[config.mk]
export PLATFORM = sky130hd
export DESIGN_NAME = muldiv_unit
export DESIGN_NICKNAME = d
export VERILOG_FILES = /design/src/rtl/muldiv_unit.sv
export SDC_FILE = /design/constraint.sdc
export NUM_CORES = 1
export LEC_CHECK = 0
export BUFFER_PORTS_ARGS = -buffer_cell sky130_fd_sc_hd__buf_2
export CAP_MARGIN = 20
export CORE_MARGIN = 4
export CORE_UTILIZATION = 60
export DETAILED_ROUTE_END_ITERATION = 12
export PLACE_DENSITY = 0.79
export SLEW_MARGIN = 15
export SYNTH_ARGS = -nofsm -noshare
export SYNTH_HDL_FRONTEND = slang
export SYNTH_SLANG_ARGS = --single-unit
[constraint.sdc]
create_clock -name clk -period 8.4 [get_ports clk]
set_input_delay 0 -clock clk [delete_from_list [all_inputs] [get_ports clk]]
set_output_delay 0 -clock clk [all_outputs]
set_load 0.05 [all_outputs]
[src/rtl/muldiv_unit.sv]
// Iterative RV32M multiply/divide unit: shift-add multiply, restoring divide,
// start/busy/done handshake with a single-cycle bypass for divide special cases.
module muldiv_unit #(
  parameter int XLEN  = 32,
  parameter int CNT_W = 6
) (
  input  logic            clk,
  input  logic            rst_n,
  input  logic            start,
  input  logic [2:0]      op,
  input  logic [XLEN-1:0] a,
  input  logic [XLEN-1:0] b,
  output logic            busy,
  output logic            done,
  output logic [XLEN-1:0] res
);

  typedef enum logic [1:0] {IDLE, CALC, DONE} state_t;

  localparam logic [2:0] OP_MUL    = 3'b000;
  localparam logic [2:0] OP_MULH   = 3'b001;
  localparam logic [2:0] OP_MULHSU = 3'b010;
  localparam logic [2:0] OP_MULHU  = 3'b011;
  localparam logic [2:0] OP_DIV    = 3'b100;
  localparam logic [2:0] OP_DIVU   = 3'b101;
  localparam logic [2:0] OP_REM    = 3'b110;

  state_t            state_reg, state_next;
  logic [CNT_W-1:0]  cnt_reg, cnt_next;
  logic [2:0]        op_reg, op_next;
  logic [XLEN:0]     acc_reg, acc_next;
  logic [XLEN-1:0]   lo_reg, lo_next;
  logic [XLEN-1:0]   mag_b_reg, mag_b_next;
  logic [XLEN-1:0]   res_reg, res_next;
  logic              neg_q_reg, neg_q_next;
  logic              neg_r_reg, neg_r_next;
  logic              busy_reg, done_reg;

  // Operand decode at request time
  logic              a_signed, b_signed, a_neg, b_neg;
  logic [XLEN-1:0]   mag_a, mag_b;
  logic              div_zero, div_ovf;
  logic [XLEN-1:0]   special_res;

  always_comb begin
    a_signed = (op == OP_MUL) || (op == OP_MULH) || (op == OP_MULHSU) ||
               (op == OP_DIV) || (op == OP_REM);
    b_signed = (op == OP_MUL) || (op == OP_MULH) ||
               (op == OP_DIV) || (op == OP_REM);
    a_neg    = a_signed && a[XLEN-1];
    b_neg    = b_signed && b[XLEN-1];
    mag_a    = a_neg ? (~a + 1'b1) : a;
    mag_b    = b_neg ? (~b + 1'b1) : b;
    div_zero = op[2] && (b == '0);
    div_ovf  = op[2] && !op[0] && (a == {1'b1, {(XLEN-1){1'b0}}}) && (b == '1);
    if (div_zero) begin
      special_res = op[1] ? a : '1;
    end else begin
      special_res = op[1] ? '0 : a;
    end
  end

  // One iteration of either shift-add multiply or restoring divide
  logic [XLEN:0]     mul_sum;
  logic [XLEN:0]     div_shift;
  logic [XLEN+1:0]   div_trial;
  logic [XLEN:0]     it_acc;
  logic [XLEN-1:0]   it_lo;

  always_comb begin
    mul_sum   = acc_reg + (lo_reg[0] ? {1'b0, mag_b_reg} : {(XLEN+1){1'b0}});
    div_shift = {acc_reg[XLEN-1:0], lo_reg[XLEN-1]};
    div_trial = {1'b0, div_shift} - {2'b00, mag_b_reg};
    if (op_reg[2]) begin
      if (!div_trial[XLEN+1]) begin
        it_acc = div_trial[XLEN:0];
        it_lo  = {lo_reg[XLEN-2:0], 1'b1};
      end else begin
        it_acc = div_shift;
        it_lo  = {lo_reg[XLEN-2:0], 1'b0};
      end
    end else begin
      it_acc = {1'b0, mul_sum[XLEN:1]};
      it_lo  = {mul_sum[0], lo_reg[XLEN-1:1]};
    end
  end

  // Final result is formed from the last iteration's outputs so it can load entering DONE
  logic [2*XLEN-1:0] product, product_fix;
  logic [XLEN-1:0]   quot_fix, rem_fix, final_res;

  always_comb begin
    product     = {it_acc[XLEN-1:0], it_lo};
    product_fix = neg_q_reg ? (~product + 1'b1) : product;
    quot_fix    = neg_q_reg ? (~it_lo + 1'b1) : it_lo;
    rem_fix     = neg_r_reg ? (~it_acc[XLEN-1:0] + 1'b1) : it_acc[XLEN-1:0];
    case (op_reg)
      OP_MUL:                      final_res = product_fix[XLEN-1:0];
      OP_MULH, OP_MULHSU, OP_MULHU: final_res = product_fix[2*XLEN-1:XLEN];
      OP_DIV, OP_DIVU:             final_res = quot_fix;
      default:                     final_res = rem_fix;
    endcase
  end

  always_comb begin
    state_next = state_reg;
    cnt_next   = cnt_reg;
    op_next    = op_reg;
    acc_next   = acc_reg;
    lo_next    = lo_reg;
    mag_b_next = mag_b_reg;
    res_next   = res_reg;
    neg_q_next = neg_q_reg;
    neg_r_next = neg_r_reg;
    case (state_reg)
      IDLE: begin
        if (start) begin
          op_next    = op;
          neg_q_next = a_neg ^ b_neg;
          neg_r_next = a_neg;
          mag_b_next = mag_b;
          acc_next   = '0;
          lo_next    = mag_a;
          cnt_next   = CNT_W'(XLEN);
          if (div_zero || div_ovf) begin
            state_next = DONE;
            res_next   = special_res;
          end else begin
            state_next = CALC;
          end
        end
      end
      CALC: begin
        acc_next = it_acc;
        lo_next  = it_lo;
        cnt_next = cnt_reg - 1'b1;
        if (cnt_reg == CNT_W'(1)) begin
          state_next = DONE;
          res_next   = final_res;
        end
      end
      DONE:    state_next = IDLE;
      default: state_next = IDLE;
    endcase
  end

  always_ff @(posedge clk) begin
    if (!rst_n) begin
      state_reg <= IDLE;
      cnt_reg   <= '0;
      op_reg    <= '0;
      acc_reg   <= '0;
      lo_reg    <= '0;
      mag_b_reg <= '0;
      res_reg   <= '0;
      neg_q_reg <= 1'b0;
      neg_r_reg <= 1'b0;
      busy_reg  <= 1'b0;
      done_reg  <= 1'b0;
    end else begin
      state_reg <= state_next;
      cnt_reg   <= cnt_next;
      op_reg    <= op_next;
      acc_reg   <= acc_next;
      lo_reg    <= lo_next;
      mag_b_reg <= mag_b_next;
      res_reg   <= res_next;
      neg_q_reg <= neg_q_next;
      neg_r_reg <= neg_r_next;
      busy_reg  <= (state_next != IDLE);
      done_reg  <= (state_next == DONE);
    end
  end

  assign busy = busy_reg;
  assign done = done_reg;
  assign res  = res_reg;

endmodule

# Word level (Yosys, flattened, before mapping)
# Cells that the tools add are included.
# totals
reg_bits	144
word_cells	95
inputBits	70
output_inout_bits	34
# op_classes
eq_ne	17
bitwise	6
n_addsub	8
n_mux	28
reduce_logical	25
# ops
cell	count
$mux 32	13
$add 32x1->32 const B	4
$not 32->32	4
$pmux 32 s2	2
$mux 33	3
$pmux 32 s3	1
$pmux 33 s2	1
$add 64x1->64 const B	1
$eq 32x32->1 const B	2
$mux 64	1
$not 64->64	1
$sub 33x32->34	1
$add 33x32->33	1
$logic_not 32->1	1
$eq 3x3->1 const B	4
$pmux 6 s2	1
$eq 3x2->1 const B	3
$logic_or 1x1->1	7
$eq 3x1->1 const B	2
$eq 6x1->1 const B	1
$logic_and 1x1->1	6
$logic_not 3->1	2
$mux 2	3
$mux 6	1
other kinds (14)	18

# Depth between registers and ports, before layout
# Gate-level depths: netlist (run 1).
# logic_depth
depth_word	9
ltp_mapped	23

# Least setup slack after synthesis (run 1)
# No wires, ideal clock.
# synth_timing
path_type	register -> register
from	reg mag_b_reg[28]
to	reg res_reg[26] (netlist: res[26])
setup_slack_ns	3.928
arrival_ns	4.355
stages_incl_launch_ff	23
required_ns	8.283
cell_sequence	dfxtp_1 inv_1 ha_1 a21oi_1 o21ai_1 a2111oi_2 and2_1 buf_4 buf_4 a31o_2 ha_1 nand3_1 nor3_1 nand2b_1 nor2_1 nand2_1 or2_2 or2_1 or2_1 o21ai_1 xor2_1 o221ai_1 a22o_1
# synth_via
elab_chain_len	9
elab_cells_between_ends	17
classes_between	add/sub: 4; mux: 10; bitwise: 3
# synth_lines
element	line	source
from (decl)	33	logic [XLEN-1:0] mag_b_reg, mag_b_next;
from (signal assigned)	166	mag_b_reg <= mag_b_next;
$sub 33x32->34 *	73	div_trial = {1'b0, div_shift} - {2'b00, mag_b_reg};
$mux 1 / $mux 33 (equally long branches)	75	if (!div_trial[XLEN+1]) begin
$mux 32 / $mux 33 (equally long branches)	74	if (op_reg[2]) begin
$not 64->64 (tied with other cells)	94	product_fix = neg_q_reg ? (~product + 1'b1) : product;
$add 64x1->64 (tied with other cells)	94	
$mux 64 (tied with other cells)	94	
$pmux 32 s3 *	97	case (op_reg)
$mux 32 *	137	if (cnt_reg == CNT_W'(1)) begin
$pmux 32 s2 *	115	case (state_reg)
to (signal assigned)	167	res_reg <= res_next;
to (decl)	34	logic [XLEN-1:0] res_reg, res_next;
# Mark *: on every way between the ends. The rest lies on a longest branch, timed or not. The select of a mux whose other input is x is not followed.
# A chain may end at the register's enable or synchronous reset.

# Final worst setup path (run 1)
# layout_timing
from	reg lo_reg[0]
to	reg res_reg[30] (netlist: res[30])
# layout_via
elab_chain_len	9
elab_cells_between_ends	16
classes_between	add/sub: 4; mux: 9; bitwise: 3
# layout_lines
element	line	source
from (decl)	32	logic [XLEN-1:0] lo_reg, lo_next;
from (signal assigned)	165	lo_reg <= lo_next;
$mux 32	71	mul_sum = acc_reg + (lo_reg[0] ? {1'b0, mag_b_reg} : {(XLEN+1){1'b0}});
$add 33x32->33	71	
$mux 32 / $mux 33 (equally long branches)	74	
$not 64->64 / $not 32->32 (equally long branches)	94, 96	
$add 64x1->64 / $add 32x1->32 (equally long branches)	94, 96	
$mux 64 / $mux 32 (equally long branches)	94, 96	
$pmux 32 s3 *	97	
$mux 32 *	137	
$pmux 32 s2 *	115	
# Marks and branches as above.

==> run metrics, run 1 <==
outcome finished clean; Post-synth EDFFs 0; clk slew on worst S/H paths 0.07 ns; Worst IR Drop VDD 0.148 mV; hpwl dp 44200 um; Die ar. 27600 um2; nets 2319; Clock Path Buffers 2; Starting DRT DRC Count 2989; Rel. slew slack 28.6%; DRT Pass-1 Iters 9; number of I/O pins 104; Synth async-reset ratio 0%; layout filler cell count 2170; pre-CTS WS 2.77 ns; core area 24500 um2; row cnt 57; vias in the first global route 15800; Hold/Removal Path Class in2reg; Gate power share 40.7%; Hold-fix buffers, CTS 36; Area Growth Syn to Fin 10.1%; total grt overflow 0; Final Setup Violations 0; WHS Path Cells 3; largest net degree at the start of global routing 87; PD cells 157 nW/um2; Netlist cell types 100; Max Clk Rate 172 MHz; Tmin final 5.81 ns; Synth Cell Area 15000 um2; commonest non-fill, non-tap cell in the layout nor2_1; CTS tree yes; TritonCTS buffer count 17; syn_nets 2262; Slew Viols, Final 0; GPL Wtd Cong 1.06; RSZ-0062 raised after global routing false; Power Total 2.60 mW; Fin Setup TNS 0 ns; Final Skew 0.0206 ns; max reg flops 33; net load switching power 1.13 mW; worst r2r path cells 17; DR vias/cell 6.89; Avg Inst Size Synth 7.08 um2; internal power 1.47 mW; Worst Setup Path Type reg2reg; Switching Fraction 43.4%; post-CTS sizing 0; Post-synth top flop dfxtp_1; htree depth 4; max cap viols 0; Seq/Total Area, Yosys 19.2%; register area 2890 um2; vias 17300; CTS root buf clkbuf_16; Worst-Margin Slew 1.07 ns; Fin. Hold Viols 0; Yosys warnings 0; Global Route Usage Sum 41.6%; Die X 166 um; CP Capture Type flip-flop; Post-CTS Setup Repair Bufs 0; drt drc 0; post-synthesis instance total 2119; share of post-route cells with drive strength above 1 10.6%; Crit Path Max Fanout 19; critical path arrival 6.13 ns; worst path required time 8.72 ns; Total Routed Length 60000 um; die height 166 um; first-pass GRT wire length 92800 um; Reg power frac 30.1%; WL/cell 23.9 um; Final ANT Viol Nets 0; post-route insts no fill 2514; Yosys reg bits 144; initial antenna violation count 0; clock sinks 144; Port Buffers 103; final worst slack 2.59 ns; Multi-input gate area 11400 um2; Placed Cells 2445; Starting Density 61.3%; fin crit share 69.2%; Skew-Pair Late Insertion Delay 0.44 ns; most frequent cells in the layout 255 x nor2_1, 210 x nand2_1, 184 x a21oi_1; leakage power 6.64 nW; startpoint types flip-flop; Clk network pwr share 29.1%
-- per-stage QoR --
stage                     util (%)  instance area [um2]  hold slack [ns]
after floorplan                  -                15000            0.125
after global placement        63.8                15600            0.293
after detailed placement      63.8                15600            0.300
after CTS                     67.5                16500          0.00428
after global routing          67.5                16500           0.0258
final                         67.5                16500          0.00814
-- synthesized netlist by cell type (all sizes together), types with 12 or more instances --
cell | instances | area share [%]
a21oi | 185 | 6.2
a211oi | 39 | 2.0
nor3 | 51 | 1.8
nor2 | 256 | 6.4
mux2i | 40 | 2.7
o22ai | 16 | 0.84
inv | 65 | 1.6
nand2 | 211 | 5.3
nor4 | 16 | 0.67
or3 | 29 | 1.2
ha | 71 | 5.9
a21o | 29 | 1.5
buf | 32 | 1.3
dfxtp | 144 | 19
nand2b | 27 | 1.1
nand4 | 27 | 1.3
and3 | 19 | 0.79
a31oi | 48 | 2.1
maj3 | 20 | 1.3
a22oi | 13 | 0.65
a221oi | 35 | 2.1
nand3 | 55 | 1.9
nor2b | 17 | 0.71
o31ai | 18 | 0.90
or2 | 15 | 0.63
a311oi | 16 | 1.1
o21ai | 160 | 5.4
xnor2 | 86 | 5.0
xor2 | 67 | 3.9
clkbuf | 94 | 2.4
o211ai | 26 | 1.3
o21a | 12 | 0.60
and2 | 49 | 2.0
-- path summary, 6_finish.rpt --
kind                   from      endpoint  slack [ns]
hold reg to reg      res[9]        res[9]        0.45
setup / recovery  lo_reg[0]       res[30]        2.59
setup reg to reg  lo_reg[0]       res[30]        2.59
hold / removal         b[3]  mag_b_reg[3]       0.008
-- logic make-up after synthesis --
kind of cell | count (synthesis) | synth area share, %
and+or+nand+nor | 807 | 25.9
AOI/OAI and AO/OA | 680 | 29.6
buffers and inverters | 191 | 5.25
xor gates and xnor gates | 153 | 8.93
DFF | 144 | 19.2
adders and majority gates | 93 | 7.52
muxes | 51 | 3.52
-- power groups by stage --
stage | logic [mW] | clock network [mW] | registers (mW)
CTS | 1.01 | 0.750 | 0.778
detailed placement | 0.989 | 0 | 0.793
global route | 1.12 | 0.786 | 0.786
floorplan | 0.697 | 0 | 0.783
finish | 1.06 | 0.756 | 0.782
global placement | 0.980 | 0 | 0.791
-- worst max-delay path, stage by stage (launching register included) --
cell	delay (ns)
dfxtp_1	0.82
nand2_1	0.22
inv_1	0.10
ha_1	0.24
a211oi_1	0.33
o211ai_1	0.16
a221oi_2	0.55
o21bai_1	0.30
a2111oi_0	0.63
xor2_1	0.52
a32o_2	0.32
and2b_2	0.21
nand3_2	0.15
or2_1	0.35
o31ai_1	0.32
xnor2_1	0.16
a21oi_1	0.09
o22a_1	0.24
-- routing by layer --
metal	track usage [%]	vias to the layer above	wire length, um
li1	-	7884	-
met1	58.6	8040	24300
met2	59.7	1240	24200
met3	13.4	165	9020
met4	14.4	0	2520
met5	0	-	0
-- layout make-up --
class | instances | area share [%]
clock buffers | 18 | 2.60
inverters | 65 | 1.49
repair buffers | 164 | 6.44
diodes | 1 | 0.0152
multi-input cells | 1784 | 68.8
clock inverters | 14 | 0.727
flip-flops and latches | 144 | 17.5
well taps | 324 | 2.46
No activity file was read; power rests on OpenSTA's default activity.
==> run 2, diff against run 1 <==
--- a/config.mk
+++ b/config.mk
@@ -5,12 +5,13 @@
 export SDC_FILE = /design/constraint.sdc
 export NUM_CORES = 1
 export LEC_CHECK = 0
+export ABC_AREA = 1
 export BUFFER_PORTS_ARGS = -buffer_cell sky130_fd_sc_hd__buf_2
 export CAP_MARGIN = 20
 export CORE_MARGIN = 4
-export CORE_UTILIZATION = 60
+export CORE_UTILIZATION = 58
 export DETAILED_ROUTE_END_ITERATION = 12
-export PLACE_DENSITY = 0.79
+export PLACE_DENSITY = 0.8
 export SLEW_MARGIN = 15
 export SYNTH_ARGS = -nofsm -noshare
 export SYNTH_HDL_FRONTEND = slang
==> constraint.sdc (replaced) <==
create_clock -name clk -period 5.1 [get_ports clk]
set_input_delay 0 -clock clk [delete_from_list [all_inputs] [get_ports clk]]
set_output_delay 0 -clock clk [all_outputs]
set_load 0.05 [all_outputs]
==> run metrics, run 2 <==
Worst-Margin Slew 0.915 ns (-0.156 ns); Slew Viols, Final 0 (unchanged); Switching Fraction 48.5% (+5.1 points); PD cells 272 nW/um2 (+73%); Hold Path Origin a[30]; total grt overflow 0 (unchanged); Reg power frac 25.1% (-5.0 points); Hold-fix buffers, CTS 43 (+19%); count leader, synth nand2_1; Synth async-reset ratio 0% (unchanged); slowest stage delay, CP 0.42 ns (-0.40 ns); core area 29600 um2 (+21%); commonest non-fill, non-tap cell in the layout nand2_1; Final Skew 0.0142 ns (-0.00636 ns); Die X 181 um (+9.1%); register area 2890 um2 (about the same); Netlist cell types 69 (-31%); Max Clk Rate 219 MHz (+28%); Starting Density 58.7% (-2.6 points); Synth area leader nand2_1; synth cell count leaders 943 x nand2_1, 405 x inv_1, 310 x nor2_1, 217 x a21oi_1, 213 x nand3_1; Synth Cell Area 17400 um2 (+16%); worst reg2reg path endpoint res[29]; largest net degree at the start of global routing 76 (-13%); startpoint types flip-flop; CTS root buf clkbuf_16; fin crit share 89.4% (+20 points); critical path arrival 4.96 ns (-1.17 ns); Total Routed Length 74700 um (+25%); Crit Path Max Fanout 5 (-14); Clock Path Buffers 2 (unchanged); hold_ws 0.0165 ns (+0.00838 ns); net load switching power 2.53 mW (+120%); Yosys warnings 0 (unchanged); Yosys top cell area share 20.3% (+1.1 points); DRT Pass-1 Iters 6 (-3); Hold/Removal Path Class in2reg; first-pass GRT wire length 114000 um (+23%); nets 3331 (+44%); clock sinks 144 (unchanged); Rel. slew slack 38.9% (+10 points); WHS Path Cells 4 (+1); final core utilization 64.8% (-2.7 points); Seq/Total Area, Yosys 16.6% (-2.7 points); TritonCTS buffer count 17 (unchanged); max cap viols 0 (unchanged); number of I/O pins 104 (unchanged); Avg Inst Size Synth 5.63 um2 (-21%); drt drc 0 (unchanged); hpwl dp 56800 um (+29%); largest family of logic cells by synthesized area simple AND/OR/NAND/NOR gates; Post-CTS Setup Repair Bufs 0 (unchanged); Skew-Pair Late Insertion Delay 0.47 ns (+0.03 ns); Final Setup Violations 0 (unchanged); top post-synthesis cells by area nand2_1 20%, dfxtp_1 17%, inv_1 8.7%; internal power 2.69 mW (+83%); Worst IR Drop VDD 0.241 mV (+63%); most frequent cells in the layout 943 x nand2_1, 404 x inv_1, 306 x nor2_1; post-CTS sizing 0 (unchanged); CTS tree yes; fraction of the mapped netlist area in adder cells 5.33% (-2.2 points); Clk network pwr share 26.1% (-3.0 points); Final ANT Viol Nets 0 (unchanged); Fin Setup TNS 0 ns (unchanged); Post-synth EDFFs 0 (unchanged); Die ar. 32900 um2 (+19%); worst r2r src lo_reg[31]; leakage power 9.58 nW (+44%); worst r2r path cells 26 (+9); syn_nets 3238 (+43%); Starting DRT DRC Count 3258 (+9.0%); Gate power share 48.8% (+8.1 points); WL/cell 20.8 um (-13%); XOR/XNOR Fraction of Synth Area 3.77% (-5.2 points); die height 181 um (+9.1%); Post-synth top flop dfxtp_1; clk slew on worst S/H paths 0.07 ns (about the same); vias in the first global route 20200 (+27%); max reg flops 33 (unchanged); vias 21900 (+26%); post-route insts no fill 3591 (+43%); Port Buffers 103 (unchanged); Worst Setup Path Type reg2reg; outcome finished clean; post-synthesis instance total 3095 (+46%); RSZ-0062 raised after global routing false; worst path required time 5.50 ns (-3.22 ns); complex-gate fraction of the synthesized area 17.8% (-12 points); Tmin final 4.56 ns (-1.26 ns); Placed Cells 3516 (+44%); Area Growth Syn to Fin 10.3%; Global Route Usage Sum 43.8% (+2.2 points); DR vias/cell 6.10 (-11%); initial antenna violation count 3 (+3); simple-gate portion of the synthesized area 43.8% (+18 points); CP Capture Type flip-flop; multiplexer share of the synthesized area 0.0575% (-3.5 points); Worst path slowest cell fa_1; r2r setup slk 0.54 ns (-2.04 ns); Multi-input gate area 12300 um2 (+8.6%); layout filler cell count 2844 (+31%); row cnt 63 (+11%); htree depth 4 (unchanged); Fin. Hold Viols 0 (unchanged); Top cell by count, worst path nand2_1; Hold EP lo_reg[31]; share of post-route cells with drive strength above 1 11.3% (+0.68 points); Yosys reg bits 144 (unchanged); GPL Wtd Cong 1.10 (+3.8%)
[run 2: final cells by class]
class | instances | share of cell area (%)
Inverter | 426 | 8.33
Clock buffer | 19 | 2.36
Antenna cell | 1 | 0.0130
Timing Repair Buffer | 191 | 6.69
Tap cell | 390 | 2.54
Sequential cell | 144 | 15.0
Multi-Input combinational cell | 2408 | 64.3
Clock inverter | 12 | 0.763
[run 2: metal layers]
metal,global-route usage (%),vias up,wire (um)
met3,17.4,244,11300
li1,-,10200,-
met1,59.4,9957,30100
met4,13.9,4,2840
met2,63.6,1538,30500
met5,2.22,-,111
[run 2: power groups by stage]
stage          Clock [mW]  Sequential (mW)  Combinational (mW)
6_report             1.36             1.31                2.54
3_3_place_gp            0             1.32                2.35
5_1_grt              1.40             1.32                2.73
4_1_cts              1.35             1.30                2.42
2_1_floorplan           0             1.36                1.66
3_5_place_dp            0             1.33                2.38
[run 2: stage by stage]
stage	instance area [um2]	worst slack [ns]	total power, mW
5_1_grt	19200	0.234	5.45
6_report	19200	0.542	5.21
3_5_place_dp	18200	0.719	3.71
4_1_cts	19200	0.696	5.08
2_1_floorplan	17400	1.60	3.01
3_3_place_gp	18200	0.834	3.68
[run 2: worst max-delay path by stage]
stage	depth (start not counted)	slack [ns]	start	to
floorplan	28	1.60	mag_b_reg[15]	res[14]
global placement	28	0.83	mag_b_reg[6]	res[30]
detailed placement	28	0.72	mag_b_reg[12]	res[30]
CTS	28	0.70	mag_b_reg[12]	res[30]
global route	28	0.23	mag_b_reg[6]	res[30]
finish	26	0.54	lo_reg[31]	res[29]
[run 2: kinds of logic (layout without fill, tap and decap cells)]
logic type	count (synthesis)	count (layout)
compound gates	546	546
xor+xnor	75	75
fa+ha+maj	73	73
buf+inv	543	648
flops	144	144
mux	1	1
other cells	0	1
simple gates	1713	1713
[run 2: critical path: cells and delay by family (launching register included)]
family	cells	cell delay, ns
simple gates	20	2.99
fa+ha+maj	2	0.67
flops	1	0.38
buf+inv	3	0.27
compound gates	1	0.18
